File: config.mk
export PLATFORM = sky130hd
export DESIGN_NAME = rr_xmtr
export DESIGN_NICKNAME = d
export VERILOG_FILES = /design/src/rtl/rr_xmtr.sv
export SDC_FILE = /design/constraint.sdc
export NUM_CORES = 1
export LEC_CHECK = 0
export CAP_MARGIN = 10
export CORE_MARGIN = 2
export CORE_UTILIZATION = 30
export DETAILED_ROUTE_END_ITERATION = 7
export PLACE_DENSITY = 0.53
export SYNTH_ARGS = -nofsm -noshare
export SYNTH_HDL_FRONTEND = slang
export SYNTH_SLANG_ARGS = --single-unit
File: constraint.sdc
create_clock -name CLOCK -period 5.25 [get_ports CLOCK]
set_clock_uncertainty 0.1 [all_clocks]
set_input_delay 0.525 -clock CLOCK [delete_from_list [all_inputs] [get_ports CLOCK]]
set_output_delay 0.525 -clock CLOCK [all_outputs]
set_load 0.02 [all_outputs]
File: src/rtl/rr_xmtr.sv
`default_nettype none
// ============================================================================
// Module      : rr_xmtr
// Description : Rendezvous-radar word transmitter. Latches a range or
//               range-rate word on a select rising edge and sends it MSB
//               first, one RRIN1/RRIN0 pulse per AGC bit-sync edge.
// Revision    : 1.0 - initial release
// ============================================================================
module rr_xmtr #(
    parameter int PULSE_LEN = 2,
    parameter int WORD_BITS = 15
) (
    input  logic                 CLOCK,
    input  logic                 rst,
    input  logic                 RRSYNC,
    input  logic                 RRRANG,
    input  logic                 RRRARA,
    input  logic [WORD_BITS-1:0] RANGE_DATA,
    input  logic [WORD_BITS-1:0] RATE_DATA,
    output logic                 RRIN0,
    output logic                 RRIN1,
    output logic                 BUSY,
    output logic                 DONE,
    output logic                 ERR
);

    localparam int                c_CW        = $clog2(WORD_BITS + 1);
    localparam logic [c_CW-1:0]   c_WORD_BITS = c_CW'(WORD_BITS);
    localparam logic [2:0]        c_PULSE_LEN = 3'(PULSE_LEN);

    typedef enum logic [1:0] {
        S_IDLE  = 2'd0,
        S_ARMED = 2'd1,
        S_PULSE = 2'd2,
        S_HOLD  = 2'd3
    } state_t;

    state_t                r_state, w_state_nxt;
    logic [WORD_BITS-1:0]  r_shreg, w_shreg_nxt;
    logic [c_CW-1:0]       r_cnt, w_cnt_nxt;
    logic [2:0]            r_plen, w_plen_nxt;
    logic                  r_use_range, w_use_range_nxt;
    logic                  r_rrin0, w_rrin0_nxt;
    logic                  r_rrin1, w_rrin1_nxt;
    logic                  r_busy, w_busy_nxt;
    logic                  r_done, w_done_nxt;
    logic                  r_err, w_err_nxt;
    logic                  r_sync_prev;
    logic                  r_sel_prev;
    logic                  r_sel_ok;

    logic w_sel;
    logic w_sel_rise;
    logic w_sel_drop;
    logic w_conflict;
    logic w_sync_edge;
    logic w_abort;

    // A select rising edge only counts once the select has been seen low
    // since reset, so a select held high through reset release is ignored.
    assign w_sel       = RRRANG ^ RRRARA;
    assign w_sel_rise  = w_sel & ~r_sel_prev & r_sel_ok;
    assign w_conflict  = RRRANG & RRRARA;
    assign w_sel_drop  = r_use_range ? ~RRRANG : ~RRRARA;
    assign w_sync_edge = RRSYNC & ~r_sync_prev;
    assign w_abort     = w_conflict | w_sel_drop;

    // State and output registers; all outputs come straight from flops.
    always_ff @(posedge CLOCK or posedge rst) begin
        if (rst) begin
            r_state     <= S_IDLE;
            r_shreg     <= '0;
            r_cnt       <= '0;
            r_plen      <= '0;
            r_use_range <= 1'b0;
            r_rrin0     <= 1'b0;
            r_rrin1     <= 1'b0;
            r_busy      <= 1'b0;
            r_done      <= 1'b0;
            r_err       <= 1'b0;
            r_sync_prev <= 1'b0;
            r_sel_prev  <= 1'b0;
            r_sel_ok    <= 1'b0;
        end else begin
            r_state     <= w_state_nxt;
            r_shreg     <= w_shreg_nxt;
            r_cnt       <= w_cnt_nxt;
            r_plen      <= w_plen_nxt;
            r_use_range <= w_use_range_nxt;
            r_rrin0     <= w_rrin0_nxt;
            r_rrin1     <= w_rrin1_nxt;
            r_busy      <= w_busy_nxt;
            r_done      <= w_done_nxt;
            r_err       <= w_err_nxt;
            r_sync_prev <= RRSYNC;
            r_sel_prev  <= w_sel;
            r_sel_ok    <= r_sel_ok | ~w_sel;
        end
    end

    // Next-state and next-output logic; aborts force pulses low and clear BUSY.
    always_comb begin
        w_state_nxt     = r_state;
        w_shreg_nxt     = r_shreg;
        w_cnt_nxt       = r_cnt;
        w_plen_nxt      = r_plen;
        w_use_range_nxt = r_use_range;
        w_rrin0_nxt     = r_rrin0;
        w_rrin1_nxt     = r_rrin1;
        w_busy_nxt      = r_busy;
        w_done_nxt      = 1'b0;

        if (w_conflict) begin
            w_err_nxt = 1'b1;
        end else if (!RRRANG && !RRRARA) begin
            w_err_nxt = 1'b0;
        end else begin
            w_err_nxt = r_err;
        end

        case (r_state)
            S_IDLE: begin
                w_rrin0_nxt = 1'b0;
                w_rrin1_nxt = 1'b0;
                w_busy_nxt  = 1'b0;
                if (w_sel_rise) begin
                    w_shreg_nxt     = RRRANG ? RANGE_DATA : RATE_DATA;
                    w_cnt_nxt       = '0;
                    w_use_range_nxt = RRRANG;
                    w_busy_nxt      = 1'b1;
                    w_state_nxt     = S_ARMED;
                end
            end
            S_ARMED: begin
                if (w_abort) begin
                    w_state_nxt = S_IDLE;
                    w_rrin0_nxt = 1'b0;
                    w_rrin1_nxt = 1'b0;
                    w_busy_nxt  = 1'b0;
                end else if (w_sync_edge) begin
                    w_rrin1_nxt = r_shreg[WORD_BITS-1];
                    w_rrin0_nxt = ~r_shreg[WORD_BITS-1];
                    w_shreg_nxt = {r_shreg[WORD_BITS-2:0], 1'b0};
                    w_cnt_nxt   = (r_cnt == c_WORD_BITS) ? r_cnt : r_cnt + c_CW'(1);
                    w_plen_nxt  = 3'd1;
                    w_state_nxt = S_PULSE;
                end
            end
            S_PULSE: begin
                if (w_abort) begin
                    w_state_nxt = S_IDLE;
                    w_rrin0_nxt = 1'b0;
                    w_rrin1_nxt = 1'b0;
                    w_busy_nxt  = 1'b0;
                end else if (r_plen >= c_PULSE_LEN) begin
                    w_rrin0_nxt = 1'b0;
                    w_rrin1_nxt = 1'b0;
                    if (r_cnt == c_WORD_BITS) begin
                        w_state_nxt = S_HOLD;
                        w_done_nxt  = 1'b1;
                        w_busy_nxt  = 1'b0;
                    end else begin
                        w_state_nxt = S_ARMED;
                    end
                end else begin
                    w_plen_nxt = r_plen + 3'd1;
                end
            end
            S_HOLD: begin
                w_busy_nxt = 1'b0;
                if (w_abort) begin
                    w_state_nxt = S_IDLE;
                end
            end
            default: begin
                w_state_nxt = S_IDLE;
            end
        endcase
    end

    assign RRIN0 = r_rrin0;
    assign RRIN1 = r_rrin1;
    assign BUSY  = r_busy;
    assign DONE  = r_done;
    assign ERR   = r_err;

endmodule
`default_nettype wire
# --- Word level (Yosys, flattened, before mapping) ---
# Cells that the tools add are included.
classes:
  n_eq_ne: 15
  n_shift: 0
  reduce_logical: 15
  addsub: 2
  n_lt_le_gt_ge: 1
  div: 0
  multipliers: 0
  muxes: 44
  bitwise_logic: 13
ops:
  columns: ["operator", "count"]
  rows:
  - ["15-bit 2-to-1 mux", 4]
  - ["15-bit case mux with 2 select lines", 1]
  - ["1-bit 2-to-1 mux", 18]
  - ["4-bit 2-to-1 mux", 4]
  - ["2-bit inequality test, second input constant", 8]
  - ["2-bit 2-to-1 mux", 7]
  - ["3-bit 2-to-1 mux", 4]
  - ["5-bit AND reduction", 2]
  - ["3-bit inequality test, second input constant", 3]
  - ["2-bit case mux with 4 select lines", 1]
  - ["4-bit case mux with 2 select lines", 1]
  - ["4-bit AND reduction", 2]
  - ["1-bit inverter", 6]
  - ["1-bit case mux with 3 select lines", 2]
  - ["3-bit case mux with 2 select lines", 1]
  - ["3-bit AND reduction", 2]
  - ["2-bit nonzero test", 3]
  - ["4-bit by 1-bit adder with 4-bit output, second input constant", 1]
  - ["1-bit AND", 4]
  - ["2-bit equality test, second input constant", 2]
  - ["4-bit equality test, second input constant", 1]
  - ["1-bit case mux with 4 select lines", 1]
  - ["3-bit by 1-bit adder with 3-bit output, second input constant", 1]
  - ["3-bit by 2-bit greater-or-equal comparator with 1-bit output, second input constant", 1]
  - ["other kinds (8)", 10]
word_totals:
  output_inout_bits: 5
  rom_bits: 0
  ram_bits: 0
  latch_bits: 0
  regBits: 33
  memories: 0

# --- Logic depth before layout (Yosys ltp) ---
logic_depth:
  ltp_word: 5
  depth_mapped: 7
  ltp_nobuf: 6

# --- Least setup slack after synthesis ---
# Ideal clock, no wire load.
synth_timing:
  path_type: "input to register"
  from: "in RRRANG"
  to: "reg r_shreg[0]"
  slack_ps: 3252
  arrival_ps: 1773
  stages: 6
  n_path_buf: 2
  cell_sequence: "ha_1 > nand3_1 > a22o_1 > buf_6 > buf_6 > mux2_4"
synth_between:
  elab_chain_len: 5
synth_rtl:
  columns: ["element", "line_no", "source"]
  rows:
  - ["start, declared", "16", "input logic RRRANG,"]
  - ["1-bit bitwise XOR or 1-bit inverter (tied branches)", "61, 64", null]
  - ["1-bit AND or 1-bit 2-to-1 mux (tied branches)", "62, 64", null]
  - ["1-bit AND or 1-bit bitwise OR (tied branches)", "62, 66", null]
  - ["2-bit inequality test (no line)", null, null]
  - ["4-bit AND reduction (no line)", null, null]
  - ["end signal, assigned", "86", "r_shreg <= w_shreg_nxt;"]
  - ["end, declared", "39", "logic [WORD_BITS-1:0] r_shreg, w_shreg_nxt;"]
# Several ways; a longest one is shown, not always the timed one. The select of a mux whose other input is x is not followed.
# A chain may end at the register's enable or synchronous reset.

# --- Worst setup path in the final report ---
layout_timing:
  from: "in RRRANG"
  to: "reg r_shreg[14]"
layout_lines:
  columns: ["element", "line_no", "source"]
  rows:
  - ["1-bit AND", "63", "assign w_conflict = RRRANG & RRRARA;"]
  - ["net w_conflict", "55", "logic w_conflict;"]
  - ["1-bit bitwise OR", "66", "assign w_abort = w_conflict | w_sel_drop;"]
  - ["2-bit inequality test (no line)", null, null]
  - ["4-bit AND reduction (no line)", null, null]
# The timed path passes the listed nets, and every way through them passes these cells. The select of a mux whose other input is x is not followed.

==> impl_metrics.py <==
metrics = {
    "logic_synthesis": {
        "synth_area_leaders": "dfrtp_1, mux2i_1, mux2_2",
        "yosysTopAreaCellShare_pct": 45.2,
        "syn_area_sq_um": 1830,
        "yosysMostFrequentCell": "dfrtp_1",
        "synthesis.nets": 210,
        "synth_area_per_cell_sq_um": 10.7,
        "yosysSeqAreaShare_pct": 45.2,
        "synth_edf_count": 0,
        "syn_inst": 171,
        "ys_seq_elements": 33,
        "synth.distinct_cells": 35,
        "async_flop_share_pct": 100,
        "synth_common_cells": "dfrtp_1, o21ai_0, mux2i_1",
        "synthFlopType": "dfrtp_1",
        "synth_area_leader_cell": "dfrtp_1",
        "yosysWarnings": 0,
    },
    "critical_path": {
        "start_kind": "input port",
        "r2r_start": "r_state[0]$_DFFE_PP0P_",
        "crit_path_end_kind": "register",
        "r2r_end": "r_shreg[13]$_DFFE_PP0P_",
        "cp-endpoint": "r_shreg[14]$_DFFE_PP0P_",
        "cp_max_fo": 19,
        "worstPathRequired_ps": 5320,
        "crit_type": "in -> reg",
        "rr_worst_depth": 4,
        "reg2reg_slack_ps": 2270,
        "crit_start": "RRRANG",
        "critPathArrivalTime_ps": 3530,
    },
    "final_layout": {
        "area_growth_pct": 28.0,
        "drive_above_1_share_pct": 12.5,
        "nNetsFinal": 247,
        "diodes": 0,
        "fin_area_sq_um": 2340,
        "final_util_pct": 39.7,
    },
    "global_route": {
        "grt_max_degree": 34,
        "antenna_found_initial": 0,
        "grt.overflow.total": 0,
        "grt_pass1_vias": 1297,
        "grt_pass1_wl_um": 6110,
        "grt_usage_pct": 12.2,
    },
    "clocking": {
        "post_cts_buffers": 0,
        "path_clk_slew_ps": 70,
        "cts.path.max_buffers": 2,
        "cts_buffers": 5,
        "cts.htree.levels": 2,
        "postCtsHoldBufs": 0,
        "cts.repair.resized": 0,
        "cts_tree": "built",
        "root_buffer": "clkbuf_8",
        "insertion_delay_ps": 280,
        "cts.sinks": 33,
    },
    "timing": {
        "rsz0062_at_grt": "no",
        "timing.setup.tns_ps": 0,
        "min_period_ps": 3460,
        "slew_violations": 0,
        "period_share_pct": 65.8,
        "finalSetupViolations": 0,
        "relSlewSlack_pct": 33.3,
        "fmax_mhz": 289,
        "hold_viol": 0,
        "worstMarginPinSlew_ps": 996,
        "setup_ws_ps": 1790,
        "hold_ws_ps": 374,
    },
    "pwr": {
        "leakage_nw": 1.03,
        "p_sw_uw": 244,
        "p_sw_share_pct": 29.6,
        "power_density_nw_per_um2": 352,
        "p_seq_share_pct": 46.5,
        "comb_power_share_pct": 30.1,
        "clkPwrFrac_pct": 23.4,
        "p_int_uw": 579,
        "vdd_drop_max_v": 0.000104,
    },
    "routing": {
        "vias_per_cell": 4.86,
        "drc": 0,
        "drtPass1Iterations": 4,
        "num_vias": 1375,
        "drtIter0Drc": 123,
        "ant_nets": 0,
        "finalWirelength_um": 3640,
        "wl_per_cell_um": 12.8,
    },
    "die": {
        "rows": 28,
        "die_h_um": 82.0,
        "initial_core_util_pct": 31.0,
        "die_w_um": 82.0,
        "die_area_sq_um": 6720,
        "coreArea_sq_um": 5890,
        "ios": 40,
    },
    "place": {
        "place_hpwl_um": 2590,
        "globalplace.congestion": 0.798,
        "postPlaceCellArea_sq_um": 2250,
        "port_buffers": 39,
        "place_ws_ps": 1430,
    },
    "run": {
        "maxCapViolCount": 0,
    },
    "outcome": {
        "status": "completed",
    },
    "min_path": {
        "min_path_type": "reg -> reg",
    },
}
==> routing by layer <==
metal	wire (um)	share of wire, %	track usage (%)
met1	1760	48	16.8
met2	1620	44	17.5
met3	193	5.3	3.52
met4	66	1.8	6.00
met5	0	0	0
==> critical path, stage by stage <==
cell and delay [ps]:
clkdlybuf4s50_1 1100, ha_1 340, or2_1 320, a22o_1 820, mux2_2 420
==> area by class of cell <==
type | count | area (sq um)
clock buffers | 7 | 86.3
fillers | 598 | 3550
inverters | 7 | 26.3
multi-input cells | 121 | 907
flip-flops and latches | 33 | 826
well taps | 75 | 93.8
repair buffers | 40 | 398
==> power groups by stage <==
stage / Sequential, mW / Combinational [mW] / Clock (mW)
2_1_floorplan: 0.373 / 0.198 / 0
3_3_place_gp: 0.387 / 0.247 / 0
3_5_place_dp: 0.385 / 0.254 / 0
4_1_cts: 0.383 / 0.253 / 0.200
5_1_grt: 0.395 / 0.278 / 0.215
6_report: 0.383 / 0.248 / 0.192
==> kinds of logic (layout without fill, tap and decap cells) <==
logic type | after synthesis | count (layout) | synth area share, %
compound gates | 40 | 40 | 14.1
fa+ha+maj | 4 | 4 | 2.74
buf+inv | 17 | 54 | 5.21
flops | 33 | 33 | 45.2
mux | 35 | 35 | 21.5
simple gates | 42 | 42 | 11.2
==> per-stage QoR <==
stage / power, mW / std cells
detailed placement: 0.639 / 276
floorplan: 0.571 / 171
finish: 0.823 / 283
CTS: 0.835 / 283
global route: 0.888 / 283
global placement: 0.634 / 276
==> sequential cells by signal, indices dropped and copies added (netlist names) <==
signal       cells
ERR              1
r_sel_prev       1
BUSY             1
r_shreg         15
r_state          2
RRIN0            1
r_plen           3
r_cnt            4
DONE             1
RRIN1            1
r_sel_ok         1
r_sync_prev      1
r_use_range      1
==> cells in the final DEF, fill, tap and decap left out, types with 2 or more instances in the layout <==
cell type | Yosys | routed
a21oi_1 | 5 | 5
ha_1 | 4 | 4
clkdlybuf4s50_1 | 0 | 39
a211oi_1 | 2 | 2
a21o_1 | 2 | 2
nor3_1 | 4 | 4
nand2b_1 | 4 | 4
nand2_1 | 14 | 14
and3_1 | 2 | 2
nor2_1 | 7 | 7
clkbuf_8 | 0 | 6
a2bb2oi_1 | 2 | 2
mux2i_1 | 17 | 17
o21ai_0 | 19 | 19
mux2_4 | 5 | 5
nand3_1 | 3 | 3
inv_1 | 7 | 7
a221o_1 | 3 | 3
mux2_2 | 13 | 13
dfrtp_1 | 33 | 33
==> how the worst min path moves through the flow <==
stage | depth (start not counted) | end | slack [ps] | from
after global placement | 1 | r_sel_ok$_DFF_PP0_ | 360 | r_sel_ok$_DFF_PP0_
after floorplan | 1 | r_sel_ok$_DFF_PP0_ | 330 | r_sel_ok$_DFF_PP0_
final | 1 | r_sel_ok$_DFF_PP0_ | 370 | r_sel_ok$_DFF_PP0_
after CTS | 1 | r_sel_ok$_DFF_PP0_ | 380 | r_sel_ok$_DFF_PP0_
after detailed placement | 1 | r_sel_ok$_DFF_PP0_ | 360 | r_sel_ok$_DFF_PP0_
after global routing | 1 | r_sel_ok$_DFF_PP0_ | 400 | r_sel_ok$_DFF_PP0_
Note: power is estimated with default switching activity, not from simulation.
